==> src/rtl/serial_code_feeder.sv <==
// Feeds entry/key bit streams MSB-first to a serial code comparator in a free-running 9-slot frame
// and reports the comparator result. Optional failed-attempt lockout under `FEEDER_LOCKOUT_EN.
module serial_code_feeder #(
    parameter int unsigned LOCK_FRAMES = 4,
    parameter int unsigned MAX_FAILS   = 3
) (
    input  logic       clk_i,
    input  logic       rst_i,
    input  logic       load_i,
    input  logic [7:0] entry_i,
    input  logic       key_we_i,
    input  logic [7:0] key_in_i,
    input  logic       match_i,
    output logic       x_o,
    output logic       y_o,
    output logic       slot0_o,
    output logic       busy_o,
    output logic       result_valid_o,
    output logic       pass_o,
    output logic       locked_o
);

    typedef enum logic [1:0] {StIdle, StArmed, StSend, StCheck} state_e;

    if (LOCK_FRAMES == 0 || LOCK_FRAMES > 15 || MAX_FAILS == 0 || MAX_FAILS > 3) begin : g_bad_cfg
        $error("serial_code_feeder: LOCK_FRAMES or MAX_FAILS out of range");
    end

    state_e     state_q;
    logic [3:0] slot_q;
    logic [7:0] key_q;
    logic [7:0] entry_q;
    logic [7:0] entry_sr_q;
    logic [7:0] key_sr_q;
    logic       result_valid_q;
    logic       pass_q;
    logic       lock_active;
    logic       slot_last;
    logic       res_fire;

    assign slot_last = (slot_q == 4'd8);
    assign res_fire  = (state_q == StCheck) && slot_last;

    always_ff @(posedge clk_i or posedge rst_i) begin
        if (rst_i) begin
            state_q        <= StIdle;
            slot_q         <= 4'd0;
            key_q          <= 8'h00;
            entry_q        <= 8'h00;
            entry_sr_q     <= 8'h00;
            key_sr_q       <= 8'h00;
            result_valid_q <= 1'b0;
            pass_q         <= 1'b0;
        end else begin
            result_valid_q <= 1'b0;
            slot_q         <= slot_last ? 4'd0 : slot_q + 4'd1;
            unique case (state_q)
                StIdle: begin
                    if (key_we_i) key_q <= key_in_i;
                    if (load_i && !lock_active) begin
                        entry_q <= entry_i;
                        // Accepted in the result slot: the very next cycle is bit slot 0.
                        if (slot_last) begin
                            entry_sr_q <= entry_i;
                            key_sr_q   <= key_we_i ? key_in_i : key_q;
                            state_q    <= StSend;
                        end else begin
                            state_q <= StArmed;
                        end
                    end
                end
                StArmed: begin
                    if (slot_last) begin
                        entry_sr_q <= entry_q;
                        key_sr_q   <= key_q;
                        state_q    <= StSend;
                    end
                end
                StSend: begin
                    entry_sr_q <= {entry_sr_q[6:0], 1'b0};
                    key_sr_q   <= {key_sr_q[6:0], 1'b0};
                    if (slot_q == 4'd7) state_q <= StCheck;
                end
                StCheck: begin
                    if (slot_last) begin
                        pass_q         <= match_i;
                        result_valid_q <= 1'b1;
                        state_q        <= StIdle;
                    end
                end
                default: state_q <= StIdle;
            endcase
        end
    end

`ifdef FEEDER_LOCKOUT_EN
    logic [1:0] fail_cnt_q;
    logic [3:0] lock_cnt_q;
    logic       locked_q;

    always_ff @(posedge clk_i or posedge rst_i) begin
        if (rst_i) begin
            fail_cnt_q <= 2'd0;
            lock_cnt_q <= 4'd0;
            locked_q   <= 1'b0;
        end else if (res_fire) begin
            if (match_i) begin
                fail_cnt_q <= 2'd0;
            end else if (fail_cnt_q + 2'd1 == 2'(MAX_FAILS)) begin
                fail_cnt_q <= 2'd0;
                locked_q   <= 1'b1;
                lock_cnt_q <= 4'(LOCK_FRAMES);
            end else begin
                fail_cnt_q <= fail_cnt_q + 2'd1;
            end
        end else if (locked_q && slot_last) begin
            // The wrap that sets the lock is not counted; LOCK_FRAMES further wraps release it.
            lock_cnt_q <= lock_cnt_q - 4'd1;
            if (lock_cnt_q == 4'd1) locked_q <= 1'b0;
        end
    end

    assign lock_active = locked_q;
`else
    assign lock_active = 1'b0;
`endif

    // Outside SEND the streams disagree so the comparator always reports a mismatch.
    assign x_o            = (state_q == StSend) & entry_sr_q[7];
    assign y_o            = (state_q != StSend) | key_sr_q[7];
    assign slot0_o        = (slot_q == 4'd0);
    assign busy_o         = (state_q != StIdle);
    assign result_valid_o = result_valid_q;
    assign pass_o         = pass_q;
    assign locked_o       = lock_active;

endmodule
==> config.mk <==
export PLATFORM = sky130hd
export DESIGN_NAME = serial_code_feeder
export DESIGN_NICKNAME = d
export VERILOG_FILES = /design/src/rtl/serial_code_feeder.sv
export SDC_FILE = /design/constraint.sdc
export NUM_CORES = 1
export LEC_CHECK = 0
export CORE_MARGIN = 3
export CORE_UTILIZATION = 50
export DETAILED_ROUTE_END_ITERATION = 10
export PLACE_DENSITY = 0.74
export SETUP_SLACK_MARGIN = 0.3
export SYNTH_ARGS = -nofsm -noshare
export SYNTH_HDL_FRONTEND = slang
export SYNTH_SLANG_ARGS = --single-unit
==> constraint.sdc <==
create_clock -name clk_i -period 1.95 [get_ports clk_i]
set_input_delay 0.2925 -clock clk_i [delete_from_list [all_inputs] [get_ports clk_i]]
set_output_delay 0.2925 -clock clk_i [all_outputs]
set_load 0.01 [all_outputs]
* After elaboration in Yosys (flattened, before gate mapping)
Cells that the tools add are included.
** Word-level totals
- Flip-flop bits (word level) :: 40
- Output and inout port bits :: 7
** Cells by class
- $add $sub $neg :: 1
- Equal/unequal tests :: 11
- Multiplexer cells :: 18
- Bitwise gates (word level) :: 2
- Reduce and logical (&&, ||, !) cells :: 8
** Operators by type and width (count)
- 2-to-1 mux 8 bit :: 7
- case mux 8 bit (3 select lines) :: 2
- inequality test 2 bit (second input constant) :: 6
- 2-to-1 mux 2 bit :: 5
- case mux 2 bit (4 select lines) :: 1
- AND reduction 4 bit :: 2
- adder 4 x 1 -> 4 bit (second input constant) :: 1
- equality test 2 bit (second input constant) :: 2
- equality test 4 x 3 -> 1 bit (second input constant) :: 1
- equality test 4 bit (second input constant) :: 1
- logical NOT 4 bit :: 1
- 2-to-1 mux 4 bit :: 1
- AND reduction 2 bit :: 2
- nonzero test 3 bit :: 1
- equality test 2 x 1 -> 1 bit (second input constant) :: 1
- logical NOT 2 bit :: 1
- 2-to-1 mux 1 bit :: 2
- nonzero test 2 bit :: 1
- AND 1 bit :: 1
- OR 1 bit :: 1

* Depth between registers and ports, before layout
Gate-level depths: netlist (run 1).
- Depth after elaboration :: 4
- Depth in mapped cells :: 8
- Depth with buffers taken out :: 6

* Least setup slack after synthesis (run 1)
OpenSTA, ideal clock, no wires.
- Path type :: reg-to-reg
- From :: register state_q[0]
- To :: register entry_sr_q[4]
- Library setup time :: 127 ps
- Data arrival time :: 1490 ps
- Data required time :: 1823 ps
- Setup slack :: 332 ps
- Stages on the path, launching flop included :: 8
- Path through :: dfrtp_1 > inv_1 > ha_1 > clkbuf_2 > and4b_2 > o221ai_4 > clkbuf_2 > o21ai_0
** Between the ends
- Word-level cells in the longest chain between the ends :: 3
** RTL lines
- start, declared :: line 29 : state_e state_q;
- start signal, assigned :: line 46 : state_q <= StIdle;
- start signal, assigned :: line 66 : state_q <= StSend;
- start signal, assigned :: line 68 : state_q <= StArmed;
- equality test 2 x 1 -> 1 bit (tied with other cells) :: line 57 : unique case (state_q)
- inequality test 2 bit (no source line) / nonzero test 3 bit (equally long branches)
- AND reduction 4 bit (no source line)
- end signal, assigned :: line 64 : entry_sr_q <= entry_i;
- end signal, assigned :: line 74 : entry_sr_q <= entry_q;
- end signal, assigned :: line 80 : entry_sr_q <= {entry_sr_q[6:0], 1'b0};
- end, declared :: line 33 : logic [7:0] entry_sr_q;
Parallel ways exist; a longest one is shown, timed or not.
A chain may end at the register's enable or synchronous reset.

* Worst setup path in the final report (run 1)
- From :: register state_q[1]
- To :: register state_q[0]
** Between the ends
- Word-level cells in the longest chain between the ends :: 3
** RTL lines (line)
- equality test 2 bit (tied with other cells) :: 57
- inequality test 2 bit (no source line)
- AND reduction 4 bit (no source line)
Parallel ways exist; a longest one is shown, timed or not.

==> reports/metrics.cfg, run 1 <==
[clock_tree]
cts-htree-levels = 2
cts_buffers = 5
cts_hold_buf = 0
numClockSinks = 40
cts_tree = yes
clk_path_buf_depth = 2
clk_pin_slew_ps = 70
clock-root-buffer = clkbuf_8
clock_latency_ps = 290

[global_routing]
grt_pass1_wl_um = 6817
track_usage_pct = 17.32
antenna_found_initial = 0
first_global_vias = 1522
grt_max_degree = 41
gr-total-overflow = 0

[power_and_ir_drop]
intPower_uw = 2617
irDropWorstVdd_mv = 0.7194
power_frac_clock_pct = 13.3
power_leakage_uw = 0.001153
power_density_nw_per_um2 = 1647
pwr-share-comb_pct = 53.8
p_sw_share_pct = 38.62
p_seq_share_pct = 32.9
p_sw_uw = 1646

[synthesis]
ys_seq_area_share_pct = 48.78
netlist_area_sq_um = 2052
synth-seq-cells = 40
synth-main-ff-cell = dfrtp_1
synth_cell_type_count = 28
synth-edff-count = 0
syn_nets = 226
ys_warn_count = 0
synth_top_area_cell = dfrtp_1
async_reset_ff_share_pct = 100.0
synthCells = 199
synth_area_leaders = dfrtp_1 49%, mux2_2 13%, o21ai_0 7.6%
syn_area_per_cell_sq_um = 10.31
synthDominantCellAreaShare_pct = 48.78

[floorplanning]
fp-row-count = 22
die_w_um = 70.06
die_h_um = 70.06
dieArea_sq_um = 4908
coreArea_sq_um = 3799
initial_core_util_pct = 54.02
ios = 28

[finish]
seqCellArea_sq_um = 1001
layout.nets = 264
final_common_cell = dfrtp_1
drive_above_1_share_pct = 26.05
syn_to_final_growth_pct = 26.16
final_cell_mix = 40 x dfrtp_1, 34 x nand2_1, 24 x o21ai_0, 24 x mux2_2, 22 x clkdlybuf4s50_1
diodes = 0
fillers = 295
multiInputGateArea_sq_um = 991.0

[placed_design]
io_buffers = 26
post-place-ws_ps = 155.8
routabilityCongestion = 0.8135
dpl.hpwl_um = 2589

[timing]
timing.fmax_mhz = 600.0
timing.setup.tns_ps = 0
finalSetupViolations = 0
min_period_over_period_pct = 85.46
fin_ws_ps = 283.4
finalClockSkew_ps = 7.600
relSlewSlack_pct = 66.39
final_max_slew_viol_count = 0
fin_crit_ps = 1667
rsz0062_at_grt = yes
report.final.hold_viol_count = 0
tightest_slew_ps = 504.2

[status]
run_status = finished, final reports clean

[route]
first_pass_iters = 4
drt_iter0_markers = 108
viasPerCell = 5.479
drc = 0
routedWlPerCell_um = 14.85
ant_nets = 0
vias = 1567
drt_wl_total_um = 4246

[hold_path]
min_path_type = in2async

[critical_path]
r2r_cells = 6
required_ps = 2130
arrival_ps = 1840
r2r-end = state_q[0]
endpoint_kind = register
crit_fanout = 12
reg2reg_slack_ps = 280
r2r-start = state_q[1]
crit_type = reg2reg
start_kind = register

[flow_run]
max-cap-violations = 0

==> critical path, cell delays in order, from the launching register on <==
cell and delay [ps]:
dfrtp_1 390, buf_4 140, ha_4 170, buf_4 180
o21bai_1 180, a21oi_2 170, mux2_4 310
==> registers in the layout, summed over array words and instances (netlist names) <==
signal and count:
pass_o 1, entry_q 8, state_q 2, entry_sr_q 8
result_valid_o 1, key_sr_q 8, slot_q 4, key_q 8
==> final cells by class <==
| cell class | count | area share [%] |
|---|---|---|
| repair buffers | 44 | 16.00 |
| inverters | 8 | 1.257 |
| clock buffers | 8 | 3.480 |
| multi-input cells | 138 | 38.28 |
| flip-flops and latches | 40 | 38.67 |
| well taps | 48 | 2.320 |
==> through the flow <==
stage                     area [sq um]  total power, uW  std cells  utilization, %  hold WS, ps
after CTS                         2519             3999        279           66.30        434.7
after global placement            2370             3272        267           62.38        458.7
final                             2589             4264        286           68.15        419.1
after floorplan                   2052             2845        199               -        441.3
after global routing              2589             4637        286           68.15        464.4
after detailed placement          2370             3341        267           62.38        474.4
==> power groups by stage <==
stage	Combinational [uW]	Sequential (uW)	Clock (uW)
3_3_place_gp	1860	1410	0
2_1_floorplan	1480	1370	0
4_1_cts	2020	1400	576
6_report	2290	1400	567
3_5_place_dp	1920	1420	0
5_1_grt	2570	1450	616
==> synthesized netlist by cell type, drive strengths merged, types with 2 or more instances <==
| cell type | count |
|---|---|
| ha | 6 |
| dfrtp | 40 |
| and2 | 2 |
| a31oi | 2 |
| mux2i | 2 |
| xnor2 | 2 |
| buf | 7 |
| mux2 | 25 |
| inv | 8 |
| clkbuf | 6 |
| nor2b | 2 |
| nor2 | 6 |
| o21ai | 32 |
| nand2 | 34 |
| a22oi | 14 |
| nand2b | 3 |
==> cells by family after synthesis <==
logic type	after synthesis	synth area share, %
AOI/OAI and AO/OA	51	15.61
xor gates and xnor gates	2	0.8538
adders and majority gates	6	3.658
buffers and inverters	21	4.756
DFF	40	48.78
muxes	27	14.88
other	1	0.1828
and+or+nand+nor	51	11.28
==> layer usage <==
metal	routed length, um	track usage [%]	vias up	share of wire, %
met5	0	0	-	0
met4	63	4.468	0	1.5
met3	194	5.612	9	4.6
met2	2138	29.49	36	50
met1	1850	21.14	760	44
li1	-	-	762	-
==> worst max path at each step <==
stage                from            end  slack (ps)  cells after the start
2_1_floorplan  state_q[0]  entry_sr_q[4]         330                      7
3_3_place_gp   state_q[0]            x_o         210                      4
3_5_place_dp   state_q[0]     state_q[0]         160                      6
4_1_cts        state_q[0]            x_o         300                      4
5_1_grt        state_q[1]  entry_sr_q[4]         250                      8
6_report       state_q[1]     state_q[0]         280                      6
==> what timing repair did <==
action,CTS,global route
gates resized for setup,19,12
gates cloned,0,2
pin swaps,2,2
setup endpoints to repair,22,21
setup buffers,4,5
Note: power is estimated with default switching activity, not from simulation.
==> run 2: changes to the inputs <==
- CORE_MARGIN: 3 -> 2
==> reports/metrics.cfg, run 2 (synthesis gave the netlist of run 1 again) <==
[finish]
layout.nets = 258
instances_no_fill = 282
diodes = 0
syn_to_final_growth_pct = 23.60
final_common_cell = dfrtp_1
final_cell_mix = 40 x dfrtp_1, 34 x nand2_1, 30 x o21ai_0
drive_above_1_share_pct = 26.29
seqCellArea_sq_um = 1001
multiInputGateArea_sq_um = 1001
fillers = 338

[route]
routedWlPerCell_um = 13.80
first_pass_iters = 4
ant_nets = 0
drt_iter0_markers = 45
viasPerCell = 5.301
drc = 0
vias = 1495
drt_wl_total_um = 3893

[clock_tree]
cts_hold_buf = 0
cts-htree-levels = 2
cts_buffers = 5
clock-root-buffer = clkbuf_8
cts_tree = yes
clk_path_buf_depth = 2
clock_latency_ps = 290
clk_pin_slew_ps = 80
numClockSinks = 40

[flow_run]
max-cap-violations = 0

[power_and_ir_drop]
irDropWorstVdd_mv = 0.7849
power_density_nw_per_um2 = 1581
power.total_uw = 4011
power_leakage_uw = 0.001111

[floorplanning]
dieArea_sq_um = 4632
fp-row-count = 23
initial_core_util_pct = 51.67
die_h_um = 68.06
coreArea_sq_um = 3971
ios = 28
die_w_um = 68.06

[global_routing]
gr-usage-met2_pct = 32.16
grt_max_degree = 41
grt_pass1_wl_um = 6499
first_global_vias = 1464
antenna_found_initial = 0
grt_busiest_layer = met2
gr-total-overflow = 0
track_usage_pct = 19.36
use_met1_pct = 23.41
met3_usage_pct = 5.428

[timing]
tightest_slew_ps = 509.8
report.final.hold_viol_count = 0
finalClockSkew_ps = 6.216
finalSetupViolations = 0
fin_crit_ps = 1594
timing.fmax_mhz = 627.3
final_max_slew_viol_count = 0
timing.setup.tns_ps = 0
rsz0062_at_grt = yes
min_period_over_period_pct = 81.75
relSlewSlack_pct = 66.01
fin_hold_ws_ps = 421.9

[critical_path]
path_buf_inv = 2
max_stage_delay_ps = 400
crit_fanout = 8
critPathLaunch = state_q[1]
arrival_ps = 1780
start_kind = register
endpoint_kind = register
required_ps = 2130
cpMaxStageDelayCell = dfrtp_1
path_cells = buf_4, ha_4, buf_6, o21bai_1, a21oi_2, mux2_4
r2r-start = state_q[1]
crit_type = reg2reg
cp_top_family = flip-flops

[hold_path]
min_path_type = in2async

[status]
run_status = finished, final reports clean

[placed_design]
io_buffers = 26
routabilityCongestion = 0.7356
dpl.hpwl_um = 2526
placed_cells = 268

-- run 2: cell types whose count changed in the layout (fill, tap and decap cells not counted), moves of 2 or more --
| cell | change |
|---|---|
| o21ai_0 | +6 |
| o21ai_1 | -6 |
| buf_4 | -5 |
| inv_2 | +4 |
| inv_1 | -3 |
| ha_1 | -2 |
-- run 2: through the flow --
step	cell area, sq um	utilization (%)	setup slack (ps)
after CTS	2496	62.85	192.1
after floorplan	2052	-	332.1
after global placement	2365	59.55	187.3
final	2536	63.86	355.9
after global routing	2536	63.86	296.8
after detailed placement	2365	59.55	142.9
-- run 2: per-layer routing --
layer,routed length [um],part of all wire (%)
met1,1723,44
met2,1968,51
met3,134,3.4
met4,68,1.7
met5,0,0
-- run 2: what timing repair did --
item | 4_1_cts | 5_1_grt
resized for setup | 13 | 15
endpoints found under the hold margin | 0 | 0
buffers inserted | 3 | 3
setup endpoints to repair | 21 | 18
pin swaps | 0 | 4
-- run 2: power by group --
part | internal, uW | leakage, uW | switching [uW] | total (uW)
combinational | 989 | 0.000575 | 1050 | 2040
clock | 289 | 0.0000455 | 277 | 566
sequential | 1200 | 0.000491 | 200 | 1400
-- run 2: path summary, 6_finish.rpt --
| check | end | slack, ps | cells past startpoint |
|---|---|---|---|
| max reg2reg | state_q[0] | 360 | 6 |
| max in group asynchronous | entry_q[1] | 1170 | 3 |
| min in group clk_i | key_sr_q[7] | 470 | 2 |
| min | pass_o | 420 | 3 |
| min reg2reg | key_sr_q[7] | 470 | 2 |
| max | state_q[0] | 360 | 6 |
-- run 2: cell type report --
cell class | instances | share of cell area (%)
flip-flops and latches | 40 | 39.47
multi-input cells | 138 | 39.47
repair buffers | 38 | 13.86
clock buffers | 8 | 3.552
well taps | 50 | 2.467
inverters | 8 | 1.184
-- run 2: worst min-delay path, cell delays in order --
cell	delay [ps]
clkdlybuf4s50_1	400
inv_1	50
buf_4	430
